==> config.mk <==
export PLATFORM = sky130hd
export DESIGN_NAME = rv_multicycle_ctrl
export DESIGN_NICKNAME = d
export VERILOG_FILES = /design/src/rtl/rv_pkg.sv /design/src/rtl/rv_next_pc.sv /design/src/rtl/rv_multicycle_ctrl.sv
export SDC_FILE = /design/constraint.sdc
export NUM_CORES = 1
export LEC_CHECK = 0
export CAP_MARGIN = 30
export CORE_AREA = 8 8 182 133
export CTS_CLUSTER_DIAMETER = 50
export CTS_CLUSTER_SIZE = 16
export DETAILED_ROUTE_END_ITERATION = 16
export DIE_AREA = 0 0 190 141
export PLACE_DENSITY = 0.8
export REMOVE_ABC_BUFFERS = 1
export SKIP_CTS_REPAIR_TIMING = 1
export SYNTH_ARGS = -nofsm -noshare
export SYNTH_HDL_FRONTEND = slang
export SYNTH_HIERARCHICAL = 1
export SYNTH_SLANG_ARGS = --single-unit
export TNS_END_PERCENT = 5
==> constraint.sdc <==
create_clock -name clk -period 4.55 [get_ports clk]
set_input_delay 0.91 -clock clk [delete_from_list [all_inputs] [get_ports clk]]
set_output_delay 0.91 -clock clk [all_outputs]
set_load 0.02 [all_outputs]
==> src/rtl/rv_pkg.sv <==
// Shared RV32I control definitions: opcodes, FSM states, write-back selects and trap causes.
// Opcode classification helpers are shared by the sequencer and later pipeline stages.
package rv_pkg;

   localparam logic [6:0] OP_R      = 7'b0110011;
   localparam logic [6:0] OP_I      = 7'b0010011;
   localparam logic [6:0] OP_LOAD   = 7'b0000011;
   localparam logic [6:0] OP_STORE  = 7'b0100011;
   localparam logic [6:0] OP_BRANCH = 7'b1100011;
   localparam logic [6:0] OP_JAL    = 7'b1101111;
   localparam logic [6:0] OP_JALR   = 7'b1100111;
   localparam logic [6:0] OP_LUI    = 7'b0110111;
   localparam logic [6:0] OP_AUIPC  = 7'b0010111;

   typedef enum logic [2:0] {
      ST_FETCH,
      ST_DECODE,
      ST_EXEC,
      ST_MEM,
      ST_WB,
      ST_TRAP
   } ctrl_state_t;

   typedef enum logic [1:0] {
      WB_ALU  = 2'd0,
      WB_LOAD = 2'd1,
      WB_PC4  = 2'd2,
      WB_IMM  = 2'd3
   } wb_sel_t;

   typedef enum logic [1:0] {
      TC_ILLEGAL  = 2'd0,
      TC_MISALIGN = 2'd1,
      TC_TIMEOUT  = 2'd2
   } trap_cause_t;

   function automatic logic op_legal(input logic [6:0] op);
      case (op)
         OP_R, OP_I, OP_LOAD, OP_STORE, OP_BRANCH,
         OP_JAL, OP_JALR, OP_LUI, OP_AUIPC: op_legal = 1'b1;
         default:                           op_legal = 1'b0;
      endcase
   endfunction

   function automatic wb_sel_t op_wb_sel(input logic [6:0] op);
      case (op)
         OP_LOAD:         op_wb_sel = WB_LOAD;
         OP_JAL, OP_JALR: op_wb_sel = WB_PC4;
         OP_LUI, OP_AUIPC: op_wb_sel = WB_IMM;
         default:         op_wb_sel = WB_ALU;
      endcase
   endfunction

   function automatic logic op_writes(input logic [6:0] op);
      op_writes = (op != OP_STORE) && (op != OP_BRANCH);
   endfunction

endpackage

==> src/rtl/rv_next_pc.sv <==
// Next-PC selection for jal/jalr/branch plus misalignment detection on taken transfers.
// Purely combinational so the pipelined core can reuse it in its execute stage.
module rv_next_pc
   import rv_pkg::*;
#(
   parameter int unsigned XLEN = 32
) (
   input  logic [6:0]      opcode,
   input  logic [XLEN-1:0] pc,
   input  logic [XLEN-1:0] imm,
   input  logic [XLEN-1:0] rs1_val,
   input  logic            cmp_flag,
   output logic [XLEN-1:0] target_c,
   output logic            taken_c,
   output logic            misaligned_c
);

   logic [XLEN-1:0] seq_pc;
   logic [XLEN-1:0] rel_pc;
   logic [XLEN-1:0] jalr_pc;

   always_comb begin
      seq_pc   = pc + XLEN'(4);
      rel_pc   = pc + imm;
      jalr_pc  = (rs1_val + imm) & ~XLEN'(1);
      target_c = seq_pc;
      taken_c  = 1'b0;
      case (opcode)
         OP_JAL: begin
            target_c = rel_pc;
            taken_c  = 1'b1;
         end
         OP_JALR: begin
            target_c = jalr_pc;
            taken_c  = 1'b1;
         end
         OP_BRANCH: begin
            if (cmp_flag) begin
               target_c = rel_pc;
               taken_c  = 1'b1;
            end
         end
         default: ;
      endcase
      // Sequential pc+4 is always aligned, so only taken transfers can fault.
      misaligned_c = taken_c && (target_c[1:0] != 2'b00);
   end

endmodule

==> src/rtl/rv_multicycle_ctrl.sv <==
// Handshaked multicycle sequencer and PC unit for the RV32I core.
// Opcode-dependent FETCH/DECODE/EXEC/MEM/WB walk with traps on illegal op, misalignment, bus timeout.
module rv_multicycle_ctrl
   import rv_pkg::*;
#(
   parameter int unsigned XLEN        = 32,
   parameter logic [XLEN-1:0] RESET_PC = '0,
   parameter int unsigned MEM_TIMEOUT = 15,
   parameter int unsigned CNT_W       = 32
) (
   input  logic             clk,
   input  logic             rst,
   input  logic [6:0]       opcode,
   input  logic [XLEN-1:0]  imm,
   input  logic [XLEN-1:0]  rs1_val,
   input  logic             cmp_flag,
   input  logic             mem_ack,
   output logic [XLEN-1:0]  pc,
   output logic [XLEN-1:0]  pc_plus4,
   output logic             mem_req,
   output logic             mem_we,
   output logic             mem_addr_sel,
   output logic             ir_load,
   output logic             reg_we,
   output logic [1:0]       wb_sel,
   output logic             alu_src_b,
   output logic [CNT_W-1:0] retired,
   output logic             trap,
   output logic [1:0]       trap_cause
);

   localparam int unsigned WAIT_W = (MEM_TIMEOUT > 1) ? $clog2(MEM_TIMEOUT) : 1;
   localparam logic [WAIT_W-1:0] WAIT_LAST = WAIT_W'(MEM_TIMEOUT - 1);

   ctrl_state_t       state;
   logic [WAIT_W-1:0] wait_cnt;
   logic [XLEN-1:0]   target_q;
   wb_sel_t           wb_sel_q;
   trap_cause_t       cause_q;
   logic              writes_q;
   logic              store_q;

   logic [XLEN-1:0]   target_c;
   logic              taken_c;
   logic              misaligned_c;

   rv_next_pc #(.XLEN(XLEN)) u_next_pc (
      .opcode       (opcode),
      .pc           (pc),
      .imm          (imm),
      .rs1_val      (rs1_val),
      .cmp_flag     (cmp_flag),
      .target_c     (target_c),
      .taken_c      (taken_c),
      .misaligned_c (misaligned_c)
   );

   // Strobes decode straight from the state register; rst gating drops a live request at once.
   assign mem_req      = ((state == ST_FETCH) || (state == ST_MEM)) && !rst;
   assign mem_addr_sel = (state == ST_MEM);
   assign mem_we       = (state == ST_MEM) && store_q;
   assign ir_load      = (state == ST_FETCH) && mem_ack && !rst;
   assign reg_we       = (state == ST_WB) && writes_q;
   assign wb_sel       = wb_sel_q;
   assign alu_src_b    = (opcode != OP_R);
   assign pc_plus4     = pc + XLEN'(4);
   assign trap_cause   = cause_q;

   always_ff @(posedge clk or posedge rst) begin
      if (rst) begin
         state    <= ST_FETCH;
         pc       <= RESET_PC;
         retired  <= '0;
         trap     <= 1'b0;
         cause_q  <= TC_ILLEGAL;
         wait_cnt <= '0;
         target_q <= '0;
         wb_sel_q <= WB_ALU;
         writes_q <= 1'b0;
         store_q  <= 1'b0;
      end else begin
         case (state)
            // Fetch and memory phases share the ack-or-timeout wait; ack on the last cycle wins.
            ST_FETCH, ST_MEM: begin
               if (mem_ack) begin
                  state    <= (state == ST_FETCH) ? ST_DECODE : ST_WB;
                  wait_cnt <= '0;
               end else if (wait_cnt == WAIT_LAST) begin
                  state   <= ST_TRAP;
                  trap    <= 1'b1;
                  cause_q <= TC_TIMEOUT;
               end else begin
                  wait_cnt <= wait_cnt + WAIT_W'(1);
               end
            end
            ST_DECODE: state <= ST_EXEC;
            ST_EXEC: begin
               if (!op_legal(opcode)) begin
                  state   <= ST_TRAP;
                  trap    <= 1'b1;
                  cause_q <= TC_ILLEGAL;
               end else if (misaligned_c) begin
                  state   <= ST_TRAP;
                  trap    <= 1'b1;
                  cause_q <= TC_MISALIGN;
               end else begin
                  target_q <= target_c;
                  wb_sel_q <= op_wb_sel(opcode);
                  writes_q <= op_writes(opcode);
                  store_q  <= (opcode == OP_STORE);
                  wait_cnt <= '0;
                  state    <= ((opcode == OP_LOAD) || (opcode == OP_STORE)) ? ST_MEM : ST_WB;
               end
            end
            ST_WB: begin
               pc       <= target_q;
               retired  <= retired + CNT_W'(1);
               wait_cnt <= '0;
               state    <= ST_FETCH;
            end
            ST_TRAP: state <= ST_TRAP;
            default: state <= ST_TRAP;
         endcase
      end
   end

endmodule

# Word level (Yosys, flattened, before mapping)
# Index checks and enable logic that the tools add are counted.
[totals] register_bits=110 inputBits=75 output_inout_bits=107 wordCells=90
[op_classes] n_addsub=5 eq_ne=24 n_mux=29 bitwise_logic=1 reduce_logical=21
[op_table] operator="$pmux W32 S3" n=1
[op_table] operator="$add A32 B32 Y32" n=2
[op_table] operator="$add A32 B1 Y32 const B" n=1
[op_table] operator="$add A32 B3 Y32 const B" n=1
[op_table] operator="$mux W32" n=1
[op_table] operator="$eq A7 B6 Y1 const B" n=3
[op_table] operator="$eq A7 B7 Y1 const B" n=3
[op_table] operator="$mux W3" n=6
[op_table] operator="$mux W4" n=4
[op_table] operator="$eq A7 B5 Y1 const B" n=2
[op_table] operator="$ne A7 B6 Y1 const B" n=2
[op_table] operator="$pmux W3 S4" n=1
[op_table] operator="$pmux W4 S3" n=1
[op_table] operator="$ne A3 B3 Y1 const B" n=3
[op_table] operator="$reduce_or A9 Y1" n=1
[op_table] operator="$mux W2" n=4
[op_table] operator="$ne A2 B2 Y1 const B" n=4
[op_table] operator="$reduce_and A4 Y1" n=2
[op_table] operator="$eq A7 B2 Y1 const B" n=1
[op_table] operator="$logic_and A1 B1 Y1" n=7
[op_table] operator="$mux W1" n=7
[op_table] operator="$ne A7 B7 Y1 const B" n=1
[op_table] operator="$eq A3 B2 Y1 const B" n=2
[op_table] operator="$pmux W2 S3" n=1
[op_table] operator="other kinds (14)" n=19

# Depth between registers and ports, before layout
# Gate-level depths: netlist of run 1.
[logic_depth] word_depth=8 depth_mapped=13 mapped_depth_nobuf=13

# Hierarchy
# Netlist of run 1, hierarchy kept.
[modules_own_cells] module="rv_multicycle_ctrl" n_inst=1 cells_each=446 area_per_inst_um2=5198.7 seq_area_each_um2=2752.6
[modules_own_cells] module="rv_next_pc" n_inst=1 cells_each=614 area_per_inst_um2=4219.0 seq_area_each_um2=0.0

# Worst setup path after synthesis of run 1
# No wires, ideal clock.
[synth_path] kind="input to register" from="in imm[4]" to="reg target_q[25]" setup_ps=125 t_arrival_ps=3399 required_ps=4425 path_slack_ps=1026 path_stages=11 n_path_buf=0 path_cell_list="ha_1 > a21o_1 > a211o_1 > a41oi_2 > o311ai_1 > a221o_1 > o31a_1 > a21boi_2 > xor2_1 > o221ai_1 > mux2_2"
[synth_between] elab_chain_cells=3 elab_cells_between_ends=4 cone_classes="add/sub: 2; mux: 2"
[synth_lines] item="start, declared" line="rv_multicycle_ctrl.sv:14" source="input logic [XLEN-1:0] imm,"
[synth_lines] item="$add A32 B32 Y32" line="rv_next_pc.sv:24" source="rel_pc = pc + imm;"
[synth_lines] item="$mux W32" line="rv_next_pc.sv:38" source="if (cmp_flag) begin"
[synth_lines] item="$pmux W32 S3 (*)" line="rv_next_pc.sv:28" source="case (opcode)"
[synth_lines] item="via target_c[25]" line="rv_multicycle_ctrl.sv:43" source="logic [XLEN-1:0] target_c;"
[synth_lines] item="end signal, assigned" line="rv_multicycle_ctrl.sv:107" source="target_q <= target_c;"
[synth_lines] item="end, declared" line="rv_multicycle_ctrl.sv:37" source="logic [XLEN-1:0] target_q;"
# The timed path passes the listed nets; every way through them passes the cells marked *.
# A chain may end at the register's enable or synchronous reset.

# Final worst setup path of run 1
[layout_path] from="in imm[4]" to="reg target_q[31]"
# The elaborated chain is that of the path after synthesis.

==> impl_metrics.yaml, run 1 <==
timing:
  fin_crit_sh_pct: 85.53
  rsz0062_at_grt: "no"
  whs_ps: 461.0
  worst_pin_slew_ps: 1067
  skew_ps: 9.322
  slew_violations: 0
  finalHoldViolations: 0
  max-slew-margin-rel_pct: 28.58
  fmax_mhz: 257.0
  finalSetupViolCount: 0
  fin_crit_ps: 3892
  worst_slack_ps: 658.3
clock_tree:
  cts_tree: "yes"
  clk_transition_reported_paths_ps: 80
  cts_sinks: 110
  cts.path.max_buffers: 2
  worstSkewPairLatency_ps: 370
  cts_made_buffers: 9
  root_buffer: "clkbuf_16"
  h-tree-depth: 3
place:
  io_buffer_count: 181
  hpwl_um: 22820
  gp_congestion: 0.9755
  pre_cts_ws_ps: 286.8
detailed_routing:
  drc: 0
  route.vias.total: 8940
  drt-total-wl_um: 29330
  drt_iter0_drc: 766
  dr.pass1.iters: 5
  routed_via_density: 5.905
  wl_per_cell_um: 19.37
  drtAntennaViolNets: 0
cells_and_area:
  area_growth_pct: 26.33
  n_fill_cell: 1890
  seq_area_um2: 2753
  multi_input_area_um2: 6411
  final_nets: 1370
  drive_above_1_share_pct: 8.929
  diodes: 0
worst_setup_path:
  crit_path_frequent_cell: "a21oi_1"
  timing.rr.start: "pc[4]"
  arrival_ps: 4150
  cp_cell_sequence: "clkdlybuf4s50_1, ha_1, a21oi_1, o31ai_1, o2111a_1, o31ai_2, a21oi_1, o31a_1, a31oi_1, xnor2_1, o221ai_1, mux2_2"
  r2r_setup_slack_ps: 1010
  path_max_fanout: 4
  cp_slowest_cell: "clkdlybuf4s50_1"
  r2r-end: "target_q[31]"
  cp.required_ps: 4810
  crit_type: "in -> reg"
  ff2ff_path_depth: 11
  end_kind: "flip-flop"
  critPathLaunch: "imm[4]"
  max_stage_delay_ps: 450
  startpoint_type: "input pin"
power_and_ir_drop:
  switching_share_pct: 38.75
  p_int_uw: 2249
  p_leak_uw: 0.005224
  clockPowerShare_pct: 22.9
  vdd_drop_max_mv: 0.2099
  seq_power_share_pct: 35.8
  power_density_nw_per_um2: 308.7
  comb_power_share_pct: 41.4
  p_sw_uw: 1423
yosys:
  avgSynthCellArea_um2: 8.885
  syn_inst: 1060
  synth_seq_area_share_pct: 29.23
  ys.flop_type: "dfrtp_1"
  synth.distinct_cells: 72
  ys_ff_latch: 110
  synth_enable_flop_cells: 0
  async_reset_ff_share_pct: 100.0
  netlist_area_um2: 9418
  yosys_warnings: 6
floorplanning:
  die_w_um: 190
  fp-row-count: 45
  initial_core_util_pct: 44.37
  die_area_um2: 26790
  die_h_um: 141
  core-area_um2: 21230
  ios: 182
min_path:
  min_from: "trap"
  min_to: "trap"
  hold_class: "reg -> reg"
  whs_path_depth: 1
status:
  status: "finished, final reports clean"
flow_run:
  drv_cap: 0
global_routing:
  grt_pass1_vias: 8367
  grt_start_max_net_pins: 111
  grt_use_total_pct: 21.06
  grt_overflow: 0
  grt_first_pass_wirelength_um: 45820
  antenna_found_initial: 0
[metrics by stage]
stage / std cells / power (uW) / instance area, um^2 / TNS (ps) / utilization (%)
2_1_floorplan: 1022 / 2238 / 9256 / -1248 / -
3_3_place_gp: 1498 / 2795 / 11580 / 0 / 54.56
3_5_place_dp: 1498 / 2831 / 11580 / 0 / 54.56
4_1_cts: 1514 / 3673 / 11900 / 0 / 56.05
5_1_grt: 1514 / 3879 / 11900 / 0 / 56.05
6_report: 1514 / 3672 / 11900 / 0 / 56.05
[how the worst max path moves through the flow]
stage,end,depth (start not counted)
2_1_floorplan,target_q[0],4
3_3_place_gp,target_q[26],13
4_1_cts,alu_src_b,5
5_1_grt,target_q[24],14
3_5_place_dp,target_q[25],12
6_report,target_q[31],12
[sequential cells by signal, summed over array words and instances, names as in the netlist]
register / flops
state: 3
writes_q: 1
store_q: 1
pc: 32
wait_cnt: 4
wb_sel: 2
trap: 1
trap_cause: 2
retired: 32
target_q: 32
[final cells by class]
class                      count  area share [%]
multi-input combinational    878           53.89
sequential                   110           23.14
timing repair buffer         194           16.26
tap                          282           2.966
clock buffer                   9           1.893
inverter                      34           1.094
clock inverter                 7          0.7677
[layout by cell type, fill, tap and decap left out, drive strengths merged, types with 6 or more instances in the layout]
master / count
nor4: 7
nand4: 29
a31oi: 13
buf: 13
a21o: 32
o21a: 8
o21bai: 9
mux2: 64
and2: 9
xnor2: 90
and3: 18
nor3: 18
clkdlybuf4s50: 181
nor2: 62
nand2b: 11
o31ai: 8
clkbuf: 9
a211oi: 7
a21oi: 61
nand3: 42
o211ai: 7
nand2: 91
o221ai: 14
and4: 15
xor2: 53
or3: 6
inv: 37
nor2b: 10
dfrtp: 110
ha: 66
o21ai: 60
a22oi: 15
[power by group through the flow]
stage / Sequential, uW / Combinational [uW] / Clock (uW)
floorplan: 1340 / 898 / 0
global placement: 1320 / 1480 / 0
detailed placement: 1330 / 1500 / 0
CTS: 1310 / 1510 / 854
global route: 1340 / 1650 / 896
finish: 1310 / 1520 / 840
[synthesized netlist by cell type (all sizes together) (2+ instances only)]
master / count / area, um^2
a2111oi: 2 / 17.52
a211o: 3 / 26.28
a211oi: 7 / 52.55
a21boi: 2 / 18.77
a21o: 32 / 240.2
a21oi: 61 / 305.3
a221o: 4 / 40.04
a221oi: 2 / 17.52
a22oi: 15 / 112.6
a31oi: 13 / 87.58
a32oi: 3 / 26.28
a41oi: 2 / 25.03
and2: 9 / 56.30
and3: 18 / 112.6
and4: 15 / 131.4
buf: 7 / 45.03
clkbuf: 31 / 116.4
dfrtp: 110 / 2753
fa: 2 / 40.04
ha: 66 / 825.8
inv: 34 / 127.6
mux2: 64 / 720.7
mux2i: 3 / 30.03
nand2: 91 / 341.6
nand2b: 11 / 68.82
nand3: 42 / 210.2
nand3b: 2 / 15.01
nand4: 29 / 181.4
nor2: 62 / 237.7
nor2b: 10 / 62.56
nor3: 18 / 101.4
nor4: 7 / 50.05
nor4b: 4 / 35.03
o2111a: 2 / 22.52
o211ai: 7 / 52.55
o21a: 8 / 60.06
o21ai: 60 / 300.3
o21bai: 9 / 67.56
o221ai: 14 / 122.6
o311ai: 3 / 26.28
o31a: 4 / 35.03
o31ai: 8 / 70.06
or3: 6 / 37.54
xnor2: 90 / 788.3
xor2: 53 / 464.2
[cell families (layout without fill, tap and decap cells)]
kind of cell | Yosys count | after routing | share of synthesized area [%]
fa+ha+maj | 68 | 68 | 9.194
mux | 67 | 67 | 7.971
buf+inv | 72 | 244 | 3.069
compound gates | 269 | 269 | 19.12
xor+xnor | 143 | 143 | 13.30
simple gates | 331 | 331 | 18.12
flops | 110 | 110 | 29.23
[per-layer routing]
layer / vias up / GRT usage (%) / share of wire (%)
met2: 410 / 30.86 / 43
met3: 29 / 5.816 / 9.5
met4: 0 / 4.719 / 1.3
met5: - / 0 / 0
met1: 4255 / 30.13 / 46
li1: 4246 / - / -
[critical path, delay by kind of cell]
| family | cells | cell delay (ps) |
|---|---|---|
| xor gates and xnor gates | 1 | 140 |
| buffers and inverters | 1 | 450 |
| adders and majority gates | 1 | 360 |
| muxes | 1 | 290 |
| AOI/OAI and AO/OA | 8 | 2000 |
(Power assumes the default switching activity.)
==> inputs of run 2 (changes only) <==
--- a/config.mk
+++ b/config.mk
@@ -6,12 +6,12 @@
 export NUM_CORES = 1
 export LEC_CHECK = 0
 export CAP_MARGIN = 30
-export CORE_AREA = 8 8 182 133
+export CORE_AREA = 8 8 167 122
 export CTS_CLUSTER_DIAMETER = 50
-export CTS_CLUSTER_SIZE = 16
+export CTS_CLUSTER_SIZE = 20
 export DETAILED_ROUTE_END_ITERATION = 16
-export DIE_AREA = 0 0 190 141
-export PLACE_DENSITY = 0.8
+export DIE_AREA = 0 0 175 130
+export PLACE_DENSITY = 0.92
 export REMOVE_ABC_BUFFERS = 1
 export SKIP_CTS_REPAIR_TIMING = 1
 export SYNTH_ARGS = -nofsm -noshare
==> run 2 against run 1 <==
Compared with the run above:
- wire length increased by 3.1%
- sequential power about the same
- via count increased by 3.7%
- sequential share of layout area increased by 0.12 points
==> impl_metrics.yaml, run 2 (same netlist as run 1, synthesis figures left out) <==
worst_setup_path:
  cp.required_ps: 4780
  crit_type: "in -> reg"
  cp_slowest_cell: "clkdlybuf4s50_1"
  end_kind: "flip-flop"
  path_max_fanout: 3
  max_stage_delay_ps: 520
  crit_path_frequent_cell: "a21oi_1"
  arrival_ps: 4230
  cp_cell_sequence: "clkdlybuf4s50_1, inv_1, fa_1, nand2b_1, a21oi_1, o21ai_1, nand3_1, a21oi_1, o31a_1, o311ai_1, mux2i_1, o221ai_1, mux2_2"
  startpoint_type: "input pin"
place:
  gp_congestion: 1.004
  hpwl_um: 23220
  dp_cells: 1457
  io_buffer_count: 181
floorplanning:
  fp-row-count: 41
  die_w_um: 175
  die_area_um2: 22750
  core-area_um2: 17700
  die_h_um: 130
  initial_core_util_pct: 53.21
  ios: 182
clock_tree:
  cts.path.max_buffers: 2
  root_buffer: "clkbuf_16"
  worstSkewPairLatency_ps: 340
  cts_sinks: 110
  clk_transition_reported_paths_ps: 70
  cts_made_buffers: 9
  h-tree-depth: 3
  cts_tree: "yes"
global_routing:
  grt_pass1_vias: 8943
  grt_overflow: 0
  grt_use_total_pct: 25.54
  antenna_found_initial: 0
  grt_start_max_net_pins: 70
  grt_first_pass_wirelength_um: 47350
detailed_routing:
  wl_per_cell_um: 20.54
  drt_iter0_drc: 1178
  drc: 0
  drt-total-wl_um: 30240
  dr.pass1.iters: 5
  route.vias.total: 9271
  drtAntennaViolNets: 0
  routed_via_density: 6.298
timing:
  finalSetupViolCount: 0
  worst_pin_slew_ps: 913.1
  finalHoldViolations: 0
  slew_violations: 0
  fmax_mhz: 249.8
  fin_crit_sh_pct: 87.98
  rsz0062_at_grt: "no"
  skew_ps: 10.09
  max-slew-margin-rel_pct: 39.13
  fin_crit_ps: 4003
power_and_ir_drop:
  vdd_drop_max_mv: 0.2044
  p_leak_uw: 0.005229
  power_density_nw_per_um2: 309.2
flow_run:
  drv_cap: 0
cells_and_area:
  mostFrequentLayoutCell: "clkdlybuf4s50_1"
  area_growth_pct: 25.67
  drive_above_1_share_pct: 9.142
  largest_registers: "pc x32, retired x32, target_q x32"
  fin_util_pct: 66.87
  stdcell_count: 1472
  n_fill_cell: 1413
  diodes: 0
  final_nets: 1375
  final_cell_mix: "clkdlybuf4s50_1 (181), dfrtp_1 (110), nand2_1 (91)"
min_path:
  hold_class: "reg -> reg"
status:
  status: "finished, final reports clean"
run 2: cell count changes in the layout (fill, tap and decap cells not counted):
cell	before	now
buf_12	2	1
buf_4	11	17
clkbuf_1	0	1
clkinv_8	1	0
inv_6	2	1
nor4b_2	0	1
nor4b_4	1	0
run 2: final timing paths:
check	start	endpoint	slack, ps	depth (start not counted)
worst max-delay path	imm[1]	target_q[26]	550	13
min in group asynchronous	rst	state[1]	1190	2
max in group asynchronous	rst	retired[13]	2520	3
worst min register to register	trap	trap	460	1
worst max register to register	pc[4]	target_q[31]	1070	11
worst min-delay path	trap	trap	460	1
run 2: final cells by class:
type,count,area (um^2),share of cell area [%]
repair buffers,199,1959,16.56
clock buffers,10,229.0,1.935
clock inverters,5,66.31,0.5603
well taps,236,295.3,2.495
inverters,34,130.1,1.099
multi-input cells,878,6402,54.10
flip-flops and latches,110,2753,23.26
run 2: metrics by stage:
stage | worst slack, ps | area [um^2] | hold slack (ps) | setup TNS (ps) | power, uW
3_5_place_dp | 290.9 | 11540 | 447.3 | 0 | 2830
2_1_floorplan | -38.46 | 9256 | 440.8 | -1248 | 2238
4_1_cts | 623.5 | 11840 | 464.8 | 0 | 3633
3_3_place_gp | 382.5 | 11540 | 446.4 | 0 | 2791
5_1_grt | 406.9 | 11840 | 490.4 | 0 | 3848
6_report | 546.7 | 11840 | 462.0 | 0 | 3659
run 2: worst max-delay path, delay by kind of cell:
family,cells,cell delay (ps)
simple gates,2,350
buf+inv,2,630
mux,2,560
fa+ha+maj,1,450
compound gates,6,1340
run 2: routing by layer:
metal / track usage [%] / up-vias / wire (um)
met5: 0 / - / 0
met3: 7.359 / 43 / 3404
met4: 6.759 / 0 / 585
met2: 38.00 / 506 / 13050
li1: - / 4250 / -
met1: 35.77 / 4472 / 13200
run 2: report_power, final:
part / internal [uW] / switching, uW / total [uW]
logic: 712 / 818 / 1530
registers: 1090 / 230 / 1320
clock network: 432 / 373 / 805
